===== config.mk =====
export PLATFORM = sky130hd
export DESIGN_NAME = rf_wb_arbiter_flat
export DESIGN_NICKNAME = d
export VERILOG_FILES = /design/src/rtl/rf_pkg.sv /design/src/rtl/rf_wb_arbiter_if.sv /design/src/rtl/wb_slot.sv /design/src/rtl/rf_wb_arbiter.sv /design/src/flat_wrapper.sv
export SDC_FILE = /design/constraint.sdc
export NUM_CORES = 1
export LEC_CHECK = 0
export ABC_AREA = 0
export BUFFER_PORTS_ARGS = -buffer_cell sky130_fd_sc_hd__buf_2
export CAP_MARGIN = 20
export CORE_MARGIN = 2
export CORE_UTILIZATION = 30
export DETAILED_ROUTE_END_ITERATION = 8
export SLEW_MARGIN = 15
export SYNTH_ARGS = -nofsm -noshare
export SYNTH_HDL_FRONTEND = slang
export SYNTH_SLANG_ARGS = --single-unit

===== constraint.sdc =====
create_clock -name clk -period 2.25 [get_ports clk]
set_input_delay 0.3375 -clock clk [delete_from_list [all_inputs] [get_ports clk]]
set_output_delay 0.3375 -clock clk [all_outputs]
set_load 0.005 [all_outputs]

===== src/rtl/rf_pkg.sv =====
// Shared widths, slot-select encoding and the writeback entry type
// used by the register-file writeback arbiter.
package rf_pkg;

    localparam int unsigned ADDR_W     = 5;
    localparam int unsigned DATA_W     = 32;
    localparam int unsigned SW_W       = 16;
    localparam int unsigned CNT_W      = 16;
    localparam int unsigned FREEZE_BIT = 1;

    typedef enum logic {
        SEL_A = 1'b0,
        SEL_B = 1'b1
    } sel_e;

    typedef struct packed {
        logic [ADDR_W-1:0] addr;
        logic [DATA_W-1:0] data;
    } wb_entry_t;

    function automatic sel_e other_sel(input sel_e s);
        return (s == SEL_A) ? SEL_B : SEL_A;
    endfunction

endpackage


===== src/rtl/rf_wb_arbiter_if.sv =====
// Writeback requester handshakes plus the register-file write port.
interface rf_wb_arbiter_if;
    import rf_pkg::*;

    logic              a_valid;
    logic [ADDR_W-1:0] a_addr;
    logic [DATA_W-1:0] a_data;
    logic              a_ready;
    logic              b_valid;
    logic [ADDR_W-1:0] b_addr;
    logic [DATA_W-1:0] b_data;
    logic              b_ready;
    logic              RFWr;
    logic [ADDR_W-1:0] A3;
    logic [DATA_W-1:0] WD;
    logic [CNT_W-1:0]  wr_cnt;
    logic              busy;

    modport master (
        output a_valid, a_addr, a_data, b_valid, b_addr, b_data,
        input  a_ready, b_ready, RFWr, A3, WD, wr_cnt, busy
    );

    modport slave (
        input  a_valid, a_addr, a_data, b_valid, b_addr, b_data,
        output a_ready, b_ready, RFWr, A3, WD, wr_cnt, busy
    );

endinterface


===== src/rtl/wb_slot.sv =====
// Single-entry holding slot: a load wins over a same-edge clear so a
// granted slot can be refilled without a bubble.
module wb_slot
    import rf_pkg::*;
(
    input  logic      clk,
    input  logic      rstn,
    input  logic      i_load,
    input  logic      i_clear,
    input  wb_entry_t i_entry,
    output logic      o_full,
    output wb_entry_t o_entry
);

    logic      r_full;
    wb_entry_t r_entry;

    always_ff @(posedge clk) begin
        if (!rstn) begin
            r_full  <= 1'b0;
            r_entry <= '0;
        end else if (i_load) begin
            r_full  <= 1'b1;
            r_entry <= i_entry;
        end else if (i_clear) begin
            r_full  <= 1'b0;
        end
    end

    assign o_full  = r_full;
    assign o_entry = r_entry;

endmodule


===== src/rtl/rf_wb_arbiter.sv =====
// Two-requester register-file writeback arbiter: age order for equal
// addresses, round-robin otherwise, with a board-switch freeze.
module rf_wb_arbiter
    import rf_pkg::*;
(
    input  logic            clk,
    input  logic            rstn,
    input  logic [SW_W-1:0] sw_i,
    rf_wb_arbiter_if.slave  bus
);

    logic      w_freeze;
    logic      w_unused_sw;
    logic      w_a_full, w_b_full;
    logic      w_gnt_vld, w_gnt_a, w_gnt_b;
    logic      w_acc_a, w_acc_b;
    logic      w_a_full_nxt, w_b_full_nxt;
    logic      w_gnt_nz;
    sel_e      w_sel;
    sel_e      r_rr;
    sel_e      r_age;
    wb_entry_t w_a_in, w_b_in, w_a_entry, w_b_entry, w_gnt_entry;

    logic              r_rfwr;
    logic              r_busy;
    logic [ADDR_W-1:0] r_a3;
    logic [DATA_W-1:0] r_wd;
    logic [CNT_W-1:0]  r_cnt;

    assign w_freeze    = sw_i[FREEZE_BIT];
    assign w_unused_sw = ^{sw_i[SW_W-1:FREEZE_BIT+1], sw_i[FREEZE_BIT-1:0]};

    assign w_a_in = '{addr: bus.a_addr, data: bus.a_data};
    assign w_b_in = '{addr: bus.b_addr, data: bus.b_data};

    wb_slot u_slot_a (
        .clk     (clk),
        .rstn    (rstn),
        .i_load  (w_acc_a),
        .i_clear (w_gnt_a),
        .i_entry (w_a_in),
        .o_full  (w_a_full),
        .o_entry (w_a_entry)
    );

    wb_slot u_slot_b (
        .clk     (clk),
        .rstn    (rstn),
        .i_load  (w_acc_b),
        .i_clear (w_gnt_b),
        .i_entry (w_b_in),
        .o_full  (w_b_full),
        .o_entry (w_b_entry)
    );

    // Grant selection: equal addresses must commit in arrival order
    always_comb begin
        w_gnt_vld = 1'b0;
        w_sel     = SEL_A;
        if (!w_freeze) begin
            if (w_a_full && w_b_full) begin
                w_gnt_vld = 1'b1;
                w_sel     = (w_a_entry.addr == w_b_entry.addr) ? r_age : r_rr;
            end else if (w_a_full) begin
                w_gnt_vld = 1'b1;
                w_sel     = SEL_A;
            end else if (w_b_full) begin
                w_gnt_vld = 1'b1;
                w_sel     = SEL_B;
            end
        end
    end

    assign w_gnt_a = w_gnt_vld && (w_sel == SEL_A);
    assign w_gnt_b = w_gnt_vld && (w_sel == SEL_B);

    assign bus.a_ready = !w_a_full || w_gnt_a;
    assign bus.b_ready = !w_b_full || w_gnt_b;

    assign w_acc_a      = bus.a_valid && bus.a_ready;
    assign w_acc_b      = bus.b_valid && bus.b_ready;
    assign w_a_full_nxt = w_acc_a || (w_a_full && !w_gnt_a);
    assign w_b_full_nxt = w_acc_b || (w_b_full && !w_gnt_b);

    assign w_gnt_entry = (w_sel == SEL_A) ? w_a_entry : w_b_entry;
    assign w_gnt_nz    = (w_gnt_entry.addr != '0);

    // Age tracks which slot holds the older entry; same-edge captures make B older
    always_ff @(posedge clk) begin
        if (!rstn) begin
            r_rr  <= SEL_A;
            r_age <= SEL_B;
        end else begin
            if (w_gnt_vld) begin
                r_rr <= other_sel(w_sel);
            end
            if (w_acc_a && w_acc_b) begin
                r_age <= SEL_B;
            end else if (w_acc_a && w_b_full && !w_gnt_b) begin
                r_age <= SEL_B;
            end else if (w_acc_b && w_a_full && !w_gnt_a) begin
                r_age <= SEL_A;
            end
        end
    end

    // Register-file write port and commit counter
    always_ff @(posedge clk) begin
        if (!rstn) begin
            r_rfwr <= 1'b0;
            r_a3   <= '0;
            r_wd   <= '0;
            r_cnt  <= '0;
            r_busy <= 1'b0;
        end else begin
            r_busy <= w_a_full_nxt || w_b_full_nxt;
            r_rfwr <= 1'b0;
            if (w_gnt_vld) begin
                r_a3   <= w_gnt_entry.addr;
                r_wd   <= w_gnt_entry.data;
                r_rfwr <= w_gnt_nz;
                if (w_gnt_nz) begin
                    r_cnt <= r_cnt + CNT_W'(1);
                end
            end
        end
    end

    assign bus.RFWr   = r_rfwr;
    assign bus.A3     = r_a3;
    assign bus.WD     = r_wd;
    assign bus.wr_cnt = r_cnt;
    assign bus.busy   = r_busy;

endmodule


===== src/flat_wrapper.sv =====
// flat-port wrapper written by rule: the top's interface ports become plain ports
module rf_wb_arbiter_flat import rf_pkg::*;
  (clk, rstn, sw_i, bus_a_valid, bus_a_addr, bus_a_data, bus_b_valid, bus_b_addr, bus_b_data, bus_a_ready, bus_b_ready, bus_RFWr, bus_A3, bus_WD, bus_wr_cnt, bus_busy);
  rf_wb_arbiter_if bus_i ();
  input  logic clk;
  input  logic rstn;
  input  logic [SW_W-1:0] sw_i;
  input wire logic [$bits(bus_i.a_valid)-1:0] bus_a_valid;
  input wire logic [$bits(bus_i.a_addr)-1:0] bus_a_addr;
  input wire logic [$bits(bus_i.a_data)-1:0] bus_a_data;
  input wire logic [$bits(bus_i.b_valid)-1:0] bus_b_valid;
  input wire logic [$bits(bus_i.b_addr)-1:0] bus_b_addr;
  input wire logic [$bits(bus_i.b_data)-1:0] bus_b_data;
  output wire logic [$bits(bus_i.a_ready)-1:0] bus_a_ready;
  output wire logic [$bits(bus_i.b_ready)-1:0] bus_b_ready;
  output wire logic [$bits(bus_i.RFWr)-1:0] bus_RFWr;
  output wire logic [$bits(bus_i.A3)-1:0] bus_A3;
  output wire logic [$bits(bus_i.WD)-1:0] bus_WD;
  output wire logic [$bits(bus_i.wr_cnt)-1:0] bus_wr_cnt;
  output wire logic [$bits(bus_i.busy)-1:0] bus_busy;
  assign bus_i.a_valid = bus_a_valid;
  assign bus_i.a_addr = bus_a_addr;
  assign bus_i.a_data = bus_a_data;
  assign bus_i.b_valid = bus_b_valid;
  assign bus_i.b_addr = bus_b_addr;
  assign bus_i.b_data = bus_b_data;
  assign bus_a_ready = bus_i.a_ready;
  assign bus_b_ready = bus_i.b_ready;
  assign bus_RFWr = bus_i.RFWr;
  assign bus_A3 = bus_i.A3;
  assign bus_WD = bus_i.WD;
  assign bus_wr_cnt = bus_i.wr_cnt;
  assign bus_busy = bus_i.busy;
  rf_wb_arbiter u_core (.clk(clk), .rstn(rstn), .sw_i(sw_i), .bus(bus_i));
endmodule

==> results of run 1 <==
==> through the flow <==
step / utilization [%] / total power [W]
6_report: 42.8 / 0.00645
5_1_grt: 42.8 / 0.00672
3_5_place_dp: 37.0 / 0.00347
4_1_cts: 41.5 / 0.00643
3_3_place_gp: 37.0 / 0.00346
2_1_floorplan: - / 0.00312
==> final cells by class <==
type	count	area share, %
clock buffers	22	5.94
multi-input cells	432	37.5
inverters	6	0.282
diodes	1	0.0314
well taps	234	3.67
flip-flops and latches	133	33.4
clock inverters	8	1.57
repair buffers	200	17.6
==> path summary, 6_finish.rpt <==
kind                                               endpoint  slack (ns)
worst max-delay path                            bus_a_ready       -0.33
worst min-delay path            u_core.u_slot_a.o_entry[21]        0.15
worst max register to register        u_core.bus.wr_cnt[15]       -0.17
worst min register to register  u_core.u_slot_b.o_entry[31]        0.45
==> worst min-delay path: cells and delay by family <==
kind,cells,cell delay [ns]
buf+inv,1,0.07
mux,1,0.05
simple gates,1,0.07
==> layout by cell type, fill, tap and decap left out, drive strengths merged, types with 2 or more instances in the layout <==
cell type  synthesis  routed
o21a               3       3
nor4               6       6
a21oi             43      43
o41ai              3       3
xor2               5       5
nand4              7       7
mux2i            122     122
o31ai              3       3
nor3              10      10
clkbuf            29      23
bufinv             0       3
inv                5       5
nor2              50      50
nand3              3       3
dfxtp            133     133
buf               14     199
o21ai             41      41
nand2b            10      10
nand2             98      98
clkinvlp           0       4
and2               4       4
o31a               2       2
o211ai             3       3
or4                5       5
clkinv             1       2
==> state kept, by name, summed over array words and instances, names as in the netlist <==
register	count
u_core.u_slot_b.o_full	1
u_core.bus.WD	32
u_core.bus.A3	5
u_core.u_slot_a.o_full	1
u_core.r_age	1
u_core.u_slot_b.o_entry	37
u_core.u_slot_a.o_entry	37
u_core.bus.busy	1
u_core.bus.RFWr	1
u_core.r_rr	1
u_core.bus.wr_cnt	16
==> logic make-up (layout without fill, tap and decap cells) <==
| family | Yosys count | after routing | synth area share (%) |
|---|---|---|---|
| xor+xnor | 5 | 5 | 0.773 |
| flops | 133 | 133 | 47.0 |
| mux | 123 | 123 | 21.8 |
| buf+inv | 49 | 236 | 4.11 |
| other cells | 0 | 1 | 0 |
| fa+ha+maj | 1 | 1 | 0.221 |
| simple gates | 199 | 199 | 15.3 |
| compound gates | 104 | 104 | 10.8 |
==> routing by layer <==
| layer | wire [um] | track usage, % | up-vias |
|---|---|---|---|
| met5 | 0 | 0 | - |
| met4 | 244 | 5.42 | 0 |
| met3 | 774 | 4.42 | 16 |
| li1 | - | - | 2487 |
| met2 | 7600 | 25.1 | 118 |
| met1 | 7470 | 20.0 | 2283 |
==> timing repair <==
item	4_1_cts	5_1_grt
hold buffers	0	0
buffers inserted	10	7
gates resized for setup	18	41
cloned	3	1
pin swaps	12	15
setup endpoints to repair	31	96
==> power groups by stage <==
| stage | registers [W] | logic [W] | clock network, W |
|---|---|---|---|
| after floorplan | 0.00264 | 0.000483 | 0 |
| after global placement | 0.00264 | 0.000821 | 0 |
| after detailed placement | 0.00264 | 0.000828 | 0 |
| after CTS | 0.00259 | 0.000916 | 0.00292 |
| after global routing | 0.00262 | 0.00108 | 0.00303 |
| final | 0.00260 | 0.000988 | 0.00286 |
==> report_table.html, run 1 <==
<table>
<tr><th>Metric</th><th>Value</th></tr>
<tr><th colspan="2">Synth</th></tr>
<tr><td>Count of cell types in the netlist</td><td>between 40 and 50</td></tr>
<tr><td>Most instantiated flip-flop cell in the synthesis netlist</td><td>dfxtp_1</td></tr>
<tr><td>Number of nets in the synthesized netlist</td><td>slightly above 700</td></tr>
<tr><td>Post-synthesis sequential area ratio</td><td>between 40 and 50%</td></tr>
<tr><td>Flip-flop and latch count after synthesis</td><td>about 130</td></tr>
<tr><td>Cell types occupying the most area after synthesis</td><td>dfxtp_1, mux2i_1, nand2_1, a21oi_1, o21ai_0</td></tr>
<tr><td>Area of the mapped netlist</td><td>approximately 5700 um^2</td></tr>
<tr><td>Count of flip-flops with a built-in enable after synthesis</td><td>0</td></tr>
<tr><td>List of most frequent post-synthesis cells</td><td>dfxtp_1, mux2i_1, nand2_1, nor2_1, a21oi_1</td></tr>
<tr><td>Most frequent cell after synthesis</td><td>dfxtp_1</td></tr>
<tr><td>Post-Syn Area per Cell</td><td>9.22 um^2</td></tr>
<tr><td>Area fraction of the dominant cell type after synthesis</td><td>between 40% and 50%</td></tr>
<tr><td>Number of standard cells after synthesis</td><td>614</td></tr>
<tr><td>Share of flip-flops with an asynchronous set or reset after synthesis</td><td>0%</td></tr>
<tr><td>Cell accounting for the most synthesized area</td><td>dfxtp_1</td></tr>
<tr><td>Number of synthesis warnings</td><td>0</td></tr>
<tr><th colspan="2">Power and ir drop</th></tr>
<tr><td>Part of the power in registers</td><td>between 40% and 50%</td></tr>
<tr><td>Relative contribution of combinational cells to total power</td><td>roughly 15%</td></tr>
<tr><td>Fraction of power spent switching nets</td><td>about 25%</td></tr>
<tr><td>Max VDD drop</td><td>0.522 mV</td></tr>
<tr><td>Internal power consumption</td><td>0.00482 W</td></tr>
<tr><td>Total power divided by cell area</td><td>just over 800 nW/um^2</td></tr>
<tr><td>Clk network pwr share</td><td>44.4%</td></tr>
<tr><td>Leakage</td><td>around 3.5 nW</td></tr>
<tr><td>Switching power</td><td>roughly 0.0016 W</td></tr>
<tr><th colspan="2">Timing</th></tr>
<tr><td>Setup ws final</td><td>-0.330 ns</td></tr>
<tr><td>F_max</td><td>~390 MHz</td></tr>
<tr><td>Crit path time final</td><td>between 2 and 3 ns</td></tr>
<tr><td>Transition time at the pin with the least slew margin</td><td>roughly 0.73 ns</td></tr>
<tr><td>Final setup TNS</td><td>-7.12 ns</td></tr>
<tr><td>Ratio of final minimum period to clock period</td><td>115%</td></tr>
<tr><td>Tightest hold margin</td><td>between 0.1 and 0.15 ns</td></tr>
<tr><td>Relative slew slack</td><td>a little over 50%</td></tr>
<tr><td>Final hold violations</td><td>0</td></tr>
<tr><td>Setup repair after global routing missed its margin</td><td>true</td></tr>
<tr><td>Setup Skew</td><td>0.00942 ns</td></tr>
<tr><td>Number of setup violations in the final report</td><td>89</td></tr>
<tr><td>Final number of max-transition violations</td><td>0</td></tr>
<tr><th colspan="2">Worst setup path</th></tr>
<tr><td>Crit path launch</td><td>u_core.u_slot_b.o_entry[36]</td></tr>
<tr><td>Cell family contributing the most delay on the critical path</td><td>simple AND/OR/NAND/NOR gates</td></tr>
<tr><td>Data required time of the worst path</td><td>between 1.5 and 2 ns</td></tr>
<tr><td>CP max-delay cell</td><td>or4_4</td></tr>
<tr><td>Critical path's largest stage delay</td><td>0.54 ns</td></tr>
<tr><td>Critical register-to-register path startpoint</td><td>u_core.u_slot_b.o_entry[36]</td></tr>
<tr><td>Cell-by-cell listing of the critical path</td><td>xor2_2, or4_4, buf_6, o21ai_4, buf_6, nor2_2, o21a_1, inv_1, buf_2</td></tr>
<tr><td>CP startpoint kind</td><td>flip-flop</td></tr>
<tr><td>Total stage count of the critical path</td><td>9</td></tr>
<tr><td>Number of buffers and inverters on the critical path</td><td>4</td></tr>
<tr><td>Depth of the worst register-to-register path</td><td>11</td></tr>
<tr><td>Category of the worst setup path capture point</td><td>output port</td></tr>
<tr><td>Critical Path Most Common Cell</td><td>buf_6</td></tr>
<tr><td>Crit Path Category</td><td>reg2out</td></tr>
<tr><td>Worst endpoint data arrival time</td><td>2.24 ns</td></tr>
<tr><td>Maximum net fanout on the critical path</td><td>3</td></tr>
<tr><th colspan="2">Clock network</th></tr>
<tr><td>Sinks on the clock net</td><td>133</td></tr>
<tr><td>CTS H-tree depth</td><td>4</td></tr>
<tr><td>CTS tree</td><td>yes</td></tr>
<tr><td>CTS clk-pin slew, worst paths</td><td>0.06 ns</td></tr>
<tr><td>Clock Path Buffers</td><td>2</td></tr>
<tr><td>Insertion delay to the later sink of the worst-skew pair</td><td>0.42 ns</td></tr>
<tr><td>Root buffer cell</td><td>clkbuf_16</td></tr>
<tr><td>Clock buffer count from CTS</td><td>17</td></tr>
<tr><th colspan="2">Job</th></tr>
<tr><td>Max Cap Viol</td><td>0</td></tr>
<tr><th colspan="2">Worst hold path</th></tr>
<tr><td>HP Class</td><td>in2reg</td></tr>
<tr><td>Launch instance of the worst min-delay path</td><td>bus_a_data[21]</td></tr>
<tr><td>Worst Hold Depth</td><td>3</td></tr>
<tr><th colspan="2">Placement</th></tr>
<tr><td>Place WS</td><td>-0.0770 ns</td></tr>
<tr><td>Placed cells</td><td>985</td></tr>
<tr><td>Placed instance area</td><td>just under 7000 um^2</td></tr>
<tr><td>I/O Buffers</td><td>135</td></tr>
<tr><td>RePlAce Congestion</td><td>between 0.7 and 0.8</td></tr>
<tr><td>Post-detailed-placement half-perimeter wirelength</td><td>roughly 9700 um</td></tr>
<tr><th colspan="2">Floorplan</th></tr>
<tr><td>Chip height</td><td>around 140 um</td></tr>
<tr><td>Initial core utilization</td><td>~30%</td></tr>
<tr><td>Die area</td><td>20000 um^2</td></tr>
<tr><td>Core outline area</td><td>18600 um^2</td></tr>
<tr><td>Width of the die</td><td>around 140 um</td></tr>
<tr><td>Number of primary I/O pins</td><td>151</td></tr>
<tr><td>Total number of placement rows</td><td>50</td></tr>
<tr><th colspan="2">Routing</th></tr>
<tr><td>DRC marker count from the first detailed-route iteration</td><td>173</td></tr>
<tr><td>Detail Route Antenna Nets</td><td>0</td></tr>
<tr><td>Routed wire per std cell</td><td>approximately 16 um</td></tr>
<tr><td>Via Count</td><td>4904</td></tr>
<tr><td>Drc violations</td><td>0</td></tr>
<tr><td>Total routed wirelength</td><td>16100 um</td></tr>
<tr><td>Post-DR vias/cell</td><td>between 4 and 5</td></tr>
<tr><td>DR pass1 iterations</td><td>4</td></tr>
<tr><th colspan="2">Cells and area</th></tr>
<tr><td>Final-stage net count</td><td>around 900</td></tr>
<tr><td>Non-filler cells in the finished layout</td><td>1036</td></tr>
<tr><td>Fraction of final layout cells sized beyond drive strength 1</td><td>33.3%</td></tr>
<tr><td>Final std cell area, no fill</td><td>about 8000 um^2</td></tr>
<tr><td>Fill cell count</td><td>1806</td></tr>
<tr><td>Area of the multi-input gates</td><td>about 3000 um^2</td></tr>
<tr><td>Area growth from synthesis to layout</td><td>40.9%</td></tr>
<tr><td>Sequential Area</td><td>about 2700 um^2</td></tr>
<tr><th colspan="2">Global route</th></tr>
<tr><td>Number of antenna violations at the first check in global routing</td><td>1</td></tr>
<tr><td>Vias in the first global route</td><td>between 4000 and 5000</td></tr>
<tr><td>Largest net degree at the start of global routing</td><td>around 140</td></tr>
<tr><td>Tot GR Track Use</td><td>between 15 and 20%</td></tr>
<tr><td>Total gr overflow</td><td>0</td></tr>
<tr><td>Global-route wire length before repair</td><td>between 20000 and 25000 um</td></tr>
<tr><th colspan="2">Run status</th></tr>
<tr><td>Failing checks</td><td>setup timing</td></tr>
<tr><td>Outcome</td><td>complete, but fails checks</td></tr>
</table>
No activity file was read; power rests on OpenSTA's default activity.
==> inputs of run 2 (changes only) <==
CAP_MARGIN = not set   (was 20)
REMOVE_ABC_BUFFERS = 1   (was not set)
==> report_table.html, run 2 (synthesis gave the netlist of run 1 again) <==
<table>
<tr><th>Metric</th><th>Value</th></tr>
<tr><th colspan="2">Run status</th></tr>
<tr><td>Outcome</td><td>complete, but fails checks</td></tr>
<tr><td>Failing checks</td><td>setup timing</td></tr>
<tr><th colspan="2">Power and ir drop</th></tr>
<tr><td>Leakage</td><td>about 3.5 nW</td></tr>
<tr><td>Relative contribution of combinational cells to total power</td><td>between 10% and 20%</td></tr>
<tr><td>Switching power</td><td>between 0.0015 and 0.002 W</td></tr>
<tr><td>Part of the power in registers</td><td>about two fifths</td></tr>
<tr><td>Clk network pwr share</td><td>~46%</td></tr>
<tr><td>Max VDD drop</td><td>just under 0.5 mV</td></tr>
<tr><td>Total power</td><td>approximately 0.0066 W</td></tr>
<tr><td>Total power divided by cell area</td><td>around 820 nW/um^2</td></tr>
<tr><td>Internal power consumption</td><td>0.00499 W</td></tr>
<tr><td>Fraction of power spent switching nets</td><td>approximately 24%</td></tr>
<tr><th colspan="2">Clock network</th></tr>
<tr><td>Clock buffer count from CTS</td><td>17</td></tr>
<tr><td>CTS clk-pin slew, worst paths</td><td>0.06 ns</td></tr>
<tr><td>Sinks on the clock net</td><td>approximately 130</td></tr>
<tr><td>CTS H-tree depth</td><td>4</td></tr>
<tr><td>CTS tree</td><td>yes</td></tr>
<tr><td>Root buffer cell</td><td>clkbuf_16</td></tr>
<tr><td>Insertion delay to the later sink of the worst-skew pair</td><td>about 0.4 ns</td></tr>
<tr><td>Clock Path Buffers</td><td>2</td></tr>
<tr><td>CTS Hold Buffers Added</td><td>0</td></tr>
<tr><th colspan="2">Global route</th></tr>
<tr><td>Global-route wire length before repair</td><td>24100 um</td></tr>
<tr><td>Total gr overflow</td><td>0</td></tr>
<tr><td>Tot GR Track Use</td><td>between 10% and 20%</td></tr>
<tr><td>Largest net degree at the start of global routing</td><td>between 70 and 80</td></tr>
<tr><td>Vias in the first global route</td><td>4719</td></tr>
<tr><td>Number of antenna violations at the first check in global routing</td><td>3</td></tr>
<tr><th colspan="2">Timing</th></tr>
<tr><td>Transition time at the pin with the least slew margin</td><td>0.589 ns</td></tr>
<tr><td>Crit path time final</td><td>around 2.6 ns</td></tr>
<tr><td>Setup ws final</td><td>-0.320 ns</td></tr>
<tr><td>Ratio of final minimum period to clock period</td><td>114%</td></tr>
<tr><td>Relative slew slack</td><td>60.7%</td></tr>
<tr><td>Setup repair after global routing missed its margin</td><td>true</td></tr>
<tr><td>Final hold violations</td><td>0</td></tr>
<tr><td>F_max</td><td>a little under 400 MHz</td></tr>
<tr><td>Final number of max-transition violations</td><td>0</td></tr>
<tr><td>Number of setup violations in the final report</td><td>76</td></tr>
<tr><td>Setup Skew</td><td>about 0.0057 ns</td></tr>
<tr><th colspan="2">Placement</th></tr>
<tr><td>RePlAce Congestion</td><td>0.741</td></tr>
<tr><td>Post-detailed-placement half-perimeter wirelength</td><td>about 9700 um</td></tr>
<tr><td>I/O Buffers</td><td>135</td></tr>
<tr><td>Placed instance area</td><td>slightly below 7000 um^2</td></tr>
<tr><th colspan="2">Worst setup path</th></tr>
<tr><td>CP startpoint kind</td><td>flip-flop</td></tr>
<tr><td>Cell-by-cell listing of the critical path</td><td>xor2_1, or4_4, buf_6, o21ai_4, buf_6, nor2_2, o21a_1, inv_1, buf_2</td></tr>
<tr><td>Critical path's largest stage delay</td><td>between 0.5 and 0.6 ns</td></tr>
<tr><td>Maximum net fanout on the critical path</td><td>2</td></tr>
<tr><td>Number of buffers and inverters on the critical path</td><td>4</td></tr>
<tr><td>Crit Path Category</td><td>reg2out</td></tr>
<tr><td>Worst endpoint data arrival time</td><td>around 2.2 ns</td></tr>
<tr><td>Category of the worst setup path capture point</td><td>output port</td></tr>
<tr><td>Critical Path Most Common Cell</td><td>buf_6</td></tr>
<tr><td>Cell family contributing the most delay on the critical path</td><td>simple AND/OR/NAND/NOR gates</td></tr>
<tr><td>CP max-delay cell</td><td>or4_4</td></tr>
<tr><td>Data required time of the worst path</td><td>~1.9 ns</td></tr>
<tr><th colspan="2">Routing</th></tr>
<tr><td>Post-DR vias/cell</td><td>~4.7</td></tr>
<tr><td>Detail Route Antenna Nets</td><td>0</td></tr>
<tr><td>Drc violations</td><td>0</td></tr>
<tr><td>Via Count</td><td>roughly 5000</td></tr>
<tr><td>DR pass1 iterations</td><td>4</td></tr>
<tr><td>Total routed wirelength</td><td>about 16000 um</td></tr>
<tr><td>Routed wire per std cell</td><td>roughly 15 um</td></tr>
<tr><td>DRC marker count from the first detailed-route iteration</td><td>~170</td></tr>
<tr><th colspan="2">Floorplan</th></tr>
<tr><td>Width of the die</td><td>~140 um</td></tr>
<tr><td>Core outline area</td><td>18600 um^2</td></tr>
<tr><td>Initial core utilization</td><td>a little under a third</td></tr>
<tr><td>Total number of placement rows</td><td>50</td></tr>
<tr><td>Number of primary I/O pins</td><td>~150</td></tr>
<tr><td>Chip height</td><td>approximately 140 um</td></tr>
<tr><td>Die area</td><td>roughly 20000 um^2</td></tr>
<tr><th colspan="2">Cells and area</th></tr>
<tr><td>Area of the multi-input gates</td><td>roughly 3000 um^2</td></tr>
<tr><td>Final std cell area, no fill</td><td>8040 um^2</td></tr>
<tr><td>Share of the core filled with cells</td><td>between 40% and 50%</td></tr>
<tr><td>Fraction of final layout cells sized beyond drive strength 1</td><td>about 33%</td></tr>
<tr><td>Area growth from synthesis to layout</td><td>41.9%</td></tr>
<tr><td>Most frequent standard cell in the layout excluding fill and tap cells</td><td>buf_2</td></tr>
<tr><td>Sequential Area</td><td>2670 um^2</td></tr>
<tr><td>Final-stage net count</td><td>a little under 900</td></tr>
<tr><td>Fill cell count</td><td>approximately 1800</td></tr>
<tr><td>Commonest cells after routing, fill and taps aside</td><td>buf_2, dfxtp_1, mux2i_1, nand2_1, nor2_1</td></tr>
<tr><th colspan="2">Job</th></tr>
<tr><td>Max Cap Viol</td><td>0</td></tr>
<tr><th colspan="2">Worst hold path</th></tr>
<tr><td>HP Class</td><td>in2reg</td></tr>
</table>
run 2: metrics by stage:
stage | setup TNS, ns | hold WS, ns | instances | setup WS, ns
floorplan | -138.40 | 0.399 | 571 | -1.80
global placement | -1.02 | 0.443 | 979 | -0.0470
detailed placement | -0.947 | 0.452 | 979 | -0.0666
CTS | -6.00 | 0.137 | 1024 | -0.326
global route | -15.10 | 0.148 | 1030 | -0.405
finish | -6.33 | 0.155 | 1032 | -0.320
run 2: layout make-up:
cell class                 count  area share [%]
sequential                   133            33.2
clock inverter                 8            1.81
clock buffer                  24            6.12
timing repair buffer         193            18.0
antenna                        2          0.0623
multi-input combinational    432            36.9
tap                          234            3.64
inverter                       6           0.280
run 2: final timing paths:
| kind | from | endpoint | slack (ns) | cells past startpoint |
|---|---|---|---|---|
| setup reg to reg | u_core.u_slot_a.o_entry[33] | u_core.u_slot_a.o_entry[35] | -0.22 | 10 |
| hold reg to reg | u_core.u_slot_b.o_entry[0] | u_core.u_slot_b.o_entry[0] | 0.45 | 2 |
| hold / removal | bus_a_data[16] | u_core.u_slot_a.o_entry[16] | 0.15 | 3 |
| setup / recovery | u_core.u_slot_a.o_entry[33] | bus_a_ready | -0.32 | 9 |
run 2: power by group through the flow:
stage | registers (W) | clock network [W] | logic, W
floorplan | 0.00264 | 0 | 0.000423
finish | 0.00259 | 0.00300 | 0.000992
detailed placement | 0.00264 | 0 | 0.000828
CTS | 0.00259 | 0.00307 | 0.000955
global route | 0.00261 | 0.00317 | 0.00108
global placement | 0.00263 | 0 | 0.000824
run 2: routing by layer:
| layer | global-route usage [%] | part of all wire, % | vias to the layer above |
|---|---|---|---|
| met5 | 0 | 0.19 | - |
| li1 | - | - | 2480 |
| met2 | 24.6 | 45 | 108 |
| met4 | 4.42 | 1.2 | 4 |
| met1 | 19.3 | 47 | 2268 |
| met3 | 5.67 | 6.2 | 14 |
run 2: repair_timing:
| item | in CTS | in global routing |
|---|---|---|
| endpoints found under the hold margin | 0 | 0 |
| pin swaps | 13 | 27 |
| endpoints found under the setup margin | 43 | 133 |
| gates resized for setup | 35 | 30 |
| gates cloned | 4 | 2 |
| setup buffers | 9 | 6 |
run 2: worst reg2reg max path, delay by kind of cell, from the launching register on:
kind | cells | cell delay (ns)
AOI/OAI and AO/OA | 2 | 0.47
xor gates and xnor gates | 1 | 0.17
buffers and inverters | 4 | 0.54
DFF | 1 | 0.32
muxes | 1 | 0.24
and+or+nand+nor | 2 | 0.61
